==> config.mk <==
export PLATFORM = sky130hd
export DESIGN_NAME = fifo_fill_ctrl
export DESIGN_NICKNAME = d
export VERILOG_FILES = /design/src/rtl/fifo_fill_ctrl.sv
export SDC_FILE = /design/constraint.sdc
export NUM_CORES = 1
export LEC_CHECK = 0
export CAP_MARGIN = 20
export CORE_UTILIZATION = 47
export CTS_CLUSTER_DIAMETER = 50
export DETAILED_ROUTE_END_ITERATION = 7
export PLACE_DENSITY = 0.76
export SYNTH_ARGS = -nofsm -noshare
export SYNTH_HDL_FRONTEND = slang
export SYNTH_SLANG_ARGS = --single-unit
==> constraint.sdc <==
create_clock -name wrclk -period 3.6 [get_ports wrclk]
set_input_delay 0.54 -clock wrclk [delete_from_list [all_inputs] [get_ports wrclk]]
set_output_delay 0.54 -clock wrclk [all_outputs]
set_load 0.01 [all_outputs]
==> src/rtl/fifo_fill_ctrl.sv <==
// Frame fetch controller: issues memory bursts to keep a write-side FIFO above
// a low-water mark and streams the returned words into the FIFO.
module fifo_fill_ctrl #(
  parameter int unsigned BURST_LEN = 16,
  parameter int unsigned LOW_WATER = 256
) (
  input  logic        aclr,
  input  logic        wrclk,
  input  logic        frame_start,
  input  logic [19:0] base_addr,
  input  logic [19:0] frame_words,
  input  logic [8:0]  fifo_wrusedw,
  output logic        fifo_wrreq,
  output logic [15:0] fifo_data,
  output logic        mem_req,
  output logic [19:0] mem_addr,
  output logic [6:0]  mem_len,
  input  logic        mem_ack,
  input  logic        mem_dvalid,
  input  logic [15:0] mem_din,
  output logic        busy,
  output logic        ovf
);

  localparam int unsigned AW = 20;
  localparam int unsigned LW = 7;
  localparam int unsigned UW = 9;

  typedef enum logic [2:0] {IDLE, CHECK, REQ, DATA, DRAIN} state_t;

  state_t        state;
  logic [AW-1:0] addr;
  logic [AW-1:0] remaining;
  logic [AW-1:0] rs_addr;
  logic [AW-1:0] rs_words;
  logic [LW-1:0] beats;
  logic [LW-1:0] burst_len_c;

  // Next burst is the smaller of the configured burst and what is left of the frame
  assign burst_len_c = (remaining < AW'(BURST_LEN)) ? LW'(remaining) : LW'(BURST_LEN);

  always_ff @(posedge wrclk or negedge aclr) begin
    if (!aclr) begin
      state      <= IDLE;
      addr       <= '0;
      remaining  <= '0;
      rs_addr    <= '0;
      rs_words   <= '0;
      beats      <= '0;
      fifo_wrreq <= 1'b0;
      fifo_data  <= '0;
      mem_req    <= 1'b0;
      mem_addr   <= '0;
      mem_len    <= '0;
      busy       <= 1'b0;
      ovf        <= 1'b0;
    end else begin
      fifo_wrreq <= 1'b0;

      // A write issued into a full FIFO is flagged until the next frame
      if (frame_start)
        ovf <= 1'b0;
      else if (fifo_wrreq && (fifo_wrusedw == '1))
        ovf <= 1'b1;

      case (state)
        IDLE: begin
          if (frame_start) begin
            addr      <= base_addr;
            remaining <= frame_words;
            busy      <= 1'b1;
            state     <= CHECK;
          end
        end

        CHECK: begin
          if (frame_start) begin
            addr      <= base_addr;
            remaining <= frame_words;
          end else if (remaining == '0) begin
            busy  <= 1'b0;
            state <= IDLE;
          end else if (fifo_wrusedw <= UW'(LOW_WATER)) begin
            mem_req  <= 1'b1;
            mem_addr <= addr;
            mem_len  <= burst_len_c;
            state    <= REQ;
          end
        end

        REQ: begin
          if (frame_start && mem_ack) begin
            mem_req  <= 1'b0;
            beats    <= mem_len;
            rs_addr  <= base_addr;
            rs_words <= frame_words;
            state    <= DRAIN;
          end else if (frame_start) begin
            mem_req   <= 1'b0;
            addr      <= base_addr;
            remaining <= frame_words;
            state     <= CHECK;
          end else if (mem_ack) begin
            mem_req <= 1'b0;
            beats   <= mem_len;
            state   <= DATA;
          end
        end

        DATA: begin
          if (frame_start) begin
            // Abandon delivery; a beat arriving with the restart is drained, not written
            rs_addr  <= base_addr;
            rs_words <= frame_words;
            if (mem_dvalid && (beats == LW'(1))) begin
              addr      <= base_addr;
              remaining <= frame_words;
              state     <= CHECK;
            end else begin
              if (mem_dvalid)
                beats <= beats - LW'(1);
              state <= DRAIN;
            end
          end else if (mem_dvalid) begin
            fifo_wrreq <= 1'b1;
            fifo_data  <= mem_din;
            beats      <= beats - LW'(1);
            if (beats == LW'(1)) begin
              addr      <= addr + AW'(mem_len);
              remaining <= remaining - AW'(mem_len);
              state     <= CHECK;
            end
          end
        end

        DRAIN: begin
          if (frame_start) begin
            rs_addr  <= base_addr;
            rs_words <= frame_words;
          end
          if (mem_dvalid) begin
            beats <= beats - LW'(1);
            if (beats == LW'(1)) begin
              addr      <= frame_start ? base_addr   : rs_addr;
              remaining <= frame_start ? frame_words : rs_words;
              state     <= CHECK;
            end
          end
        end

        default: begin
          busy  <= 1'b0;
          state <= IDLE;
        end
      endcase
    end
  end

endmodule

==> out/results.txt <==
Total clock sinks = 137
Filler cell count in the final layout = 1,248
Global-route usage over all layers = 0.243
Final critical path time including I/O delays and setup = 2.78 ns
Vertical die dimension = 128 µm
Global-route wire length before repair = 31.3 mm
Tightest Pin Transition = 0.975 ns
Drc violations = 0
I/O pin total = 117
Register-to-register setup slack = 0.82 ns
Multi-input gate area in the final layout = 0.00374 mm²
End of the critical path = addr[6]$_DFFE_PN0P_
Signed area change from the synthesized netlist to the final layout = 26.8%
Result of the run = finished, final reports clean
Clock transition at the register clock pins on the worst setup and hold paths after CTS = 0.06 ns
DR iter-0 viols = 579
Kind of capture point of the worst setup path = flop
Fmax = 0.360 GHz
Share of flip-flops with an asynchronous set or reset = 1.00
Number of distinct library cell variants in the gate-level netlist after synthesis = 72
Count of warnings emitted by yosys = 0
Crit path arrival time = 3.12 ns
Setup tns final = 0 ns
Total number of nets in the final design = 893
Leak = 3.87 nW
Number of enable-type register cells in the synthesized netlist = 0
Sequential element share of the synthesized area = 0.461
Clock latency of the later-clocked register in the worst-skew pair = 0.42 ns
Rel. slew slack = 0.347
Post-DP HPWL = 13.1 mm
Most frequent standard cell in the layout excluding fill and tap cells = dfrtp_1
Max-slew violation total from the final report = 0
Power per standard cell area = 851 mW/mm²
Die Wd = 128 µm
Reg-to-reg endpoint = addr[6]$_DFFE_PN0P_
Type of the tightest min-delay check = in -> async
Final setup violation count = 0
Critical Setup Path Class = reg -> reg
Final Wtd Congestion = 0.838
Worst r2r path cells = 7
Post-route fraction of the period consumed by the critical path = 0.772
Area of the die = 0.0163 mm²
Number of cells upsized or downsized after cts = 0
Setup repair after global routing missed its margin = false
Post-DR wirelength/cell = 18.5 µm
Clock tree from TritonCTS = built
Final wirelength = 19.0 mm
Floorplan Core Area = 0.0153 mm²
CTS Root Cell = clkbuf_16
Max capacitance violation total = 0
Via count of the first global-routing pass = 6,264
Top library cells by usage in the layout, fill and taps aside = 137 x dfrtp_1, 115 x clkdlybuf4s50_1, 65 x mux2_2, 47 x nor2_1, 44 x nand2_1
Post-detailed-route count of antenna-violating nets = 0
Count of endpoints failing hold in the final timing report = 0
Total of buffers placed on input and output ports = 116
Count of hold-fix buffers inserted at cts = 0
DRT Pass-1 Iters = 5
Endpoint required time on the critical path = 3.94 ns
Max Root-Sink Buffers = 2
Primary flip-flop cell chosen by synthesis mapping = dfrtp_1
Post-route total power = 0.00802 W
H-tree lvl count = 4
Via count = 6,258
Critical path launch point = mem_len[0]$_DFFE_PN0P_
Number of post-CTS setup repair buffers = 0
Ratio of cells with drive above 1 in the final layout = 0.165
Cell count after synthesis = 704
Crit path largest cell delay = 0.64 ns
Net count of the mapped netlist = 792
Antenna cells = 0
Drt via density = 6.08
Worst IR drop on VDD = 438 µV
Register cell area after layout = 0.00343 mm²
Antenna violations before repair = 0
Maximum number of pins on one net before global-route repair = 97
Starting density of the core = 0.485
Worst-case clock skew = 0.00744 ns
Total gr overflow = 0
CP max stage cell = or4b_2
Highest net fanout along the worst path = 5
Critical path cell sequence = ha_1, fa_1, a211oi_1, nor2_1, or4b_2, a31o_2, a31oi_1
Share of the core filled with cells in the final layout = 0.615
Post-synthesis cell area = 0.00743 mm²
Post-synthesis area per instance = 10.6 µm²
Worst hold margin = 0.206 ns
Reg2Reg Launch Point = mem_len[0]$_DFFE_PN0P_
# rows = 45
Post-synthesis sequential element count = 137
Clock buffer count from CTS = 17
CP startpoint kind = flop
## synth_stat cells, types with 4 or more instances
cell | n | area share
a31oi_1 | 7 | 0.0059
mux2_1 | 12 | 0.018
a211o_1 | 5 | 0.0059
nand3_1 | 12 | 0.0081
o21ai_0 | 32 | 0.022
a22o_1 | 20 | 0.024
a41oi_1 | 5 | 0.0059
o311ai_0 | 4 | 0.0047
and2_1 | 4 | 0.0034
ha_1 | 16 | 0.027
clkbuf_1 | 21 | 0.011
nand4_1 | 9 | 0.0076
o31ai_1 | 7 | 0.0071
mux2_2 | 65 | 0.099
nand2_1 | 44 | 0.022
inv_1 | 20 | 0.010
a221oi_1 | 6 | 0.0071
nor3_1 | 13 | 0.0088
a21oi_1 | 34 | 0.023
a211oi_1 | 5 | 0.0051
a21o_1 | 5 | 0.0051
o211ai_1 | 27 | 0.027
nor2b_1 | 6 | 0.0051
a22oi_1 | 18 | 0.018
o21a_1 | 7 | 0.0071
nor4_1 | 12 | 0.010
or3_1 | 4 | 0.0034
nand3b_1 | 4 | 0.0040
a31o_2 | 4 | 0.0047
dfrtp_1 | 137 | 0.46
nor2_1 | 48 | 0.024
and3_1 | 4 | 0.0034
nand2b_1 | 6 | 0.0051
buf_2 | 17 | 0.011
o31a_1 | 4 | 0.0047
## sequential cells by signal, summed over array words and instances, names as in the netlist, 3 cells and up
register / flops
rs_addr: 20
addr: 20
fifo_data: 16
state: 3
rs_words: 20
beats: 7
remaining: 20
mem_addr: 20
mem_len: 7
## critical path: cells and delay by family, from the launching register on
kind / cells / cell delay, ns
AO/OA/AOI/OAI: 3 / 0.77
AND/OR/NAND/NOR: 2 / 0.76
adder cells (fa/ha/maj): 2 / 0.72
flip-flops: 1 / 0.46
## worst min path at each step
stage                             from                      end
2_1_floorplan                     aclr      addr[0]$_DFFE_PN0P_
3_3_place_gp   mem_addr[3]$_DFFE_PN0P_  mem_addr[3]$_DFFE_PN0P_
3_5_place_dp   mem_addr[5]$_DFFE_PN0P_  mem_addr[5]$_DFFE_PN0P_
4_1_cts                           aclr     beats[3]$_DFFE_PN0P_
5_1_grt                           aclr     beats[3]$_DFFE_PN0P_
6_report                          aclr     beats[3]$_DFFE_PN0P_
## per-layer routing
layer,wire [µm],vias up,global-route usage,part of all wire
met5,0,-,0,0
met4,737,0,0.140,0.039
met3,995,59,0.0434,0.052
met2,8840,241,0.373,0.46
met1,8440,3073,0.324,0.44
li1,-,2885,-,-
## cell type report
type	count	area share
multi-input combinational	501	0.397
tap	211	0.0280
inverter	20	0.00797
clock inverter	11	0.0178
timing repair buffer	128	0.135
clock buffer	21	0.0499
sequential	137	0.364
## power by group
part / internal (W) / switching, W
Sequential: 0.00226 / 0.000664
Clock: 0.00121 / 0.000664
Combinational: 0.00161 / 0.00161
Total: 0.00508 / 0.00293
## metrics by stage
step                cell area, µm²  worst slack [ns]  instances
floorplan                     7430              1.11        704
global placement              8770             0.581        996
detailed placement            8770             0.527        996
CTS                           9400             0.866       1028
global route                  9420             0.727       1029
finish                        9420             0.820       1029
## cell families after synthesis
group           count (synthesis)  synth area share
simple gates                  183             0.129
buf+inv                        66            0.0397
compound gates                218             0.215
fa+ha+maj                      18            0.0323
mux                            80             0.121
xor+xnor                        2           0.00236
flops                         137             0.461
(Power assumes the default switching activity.)
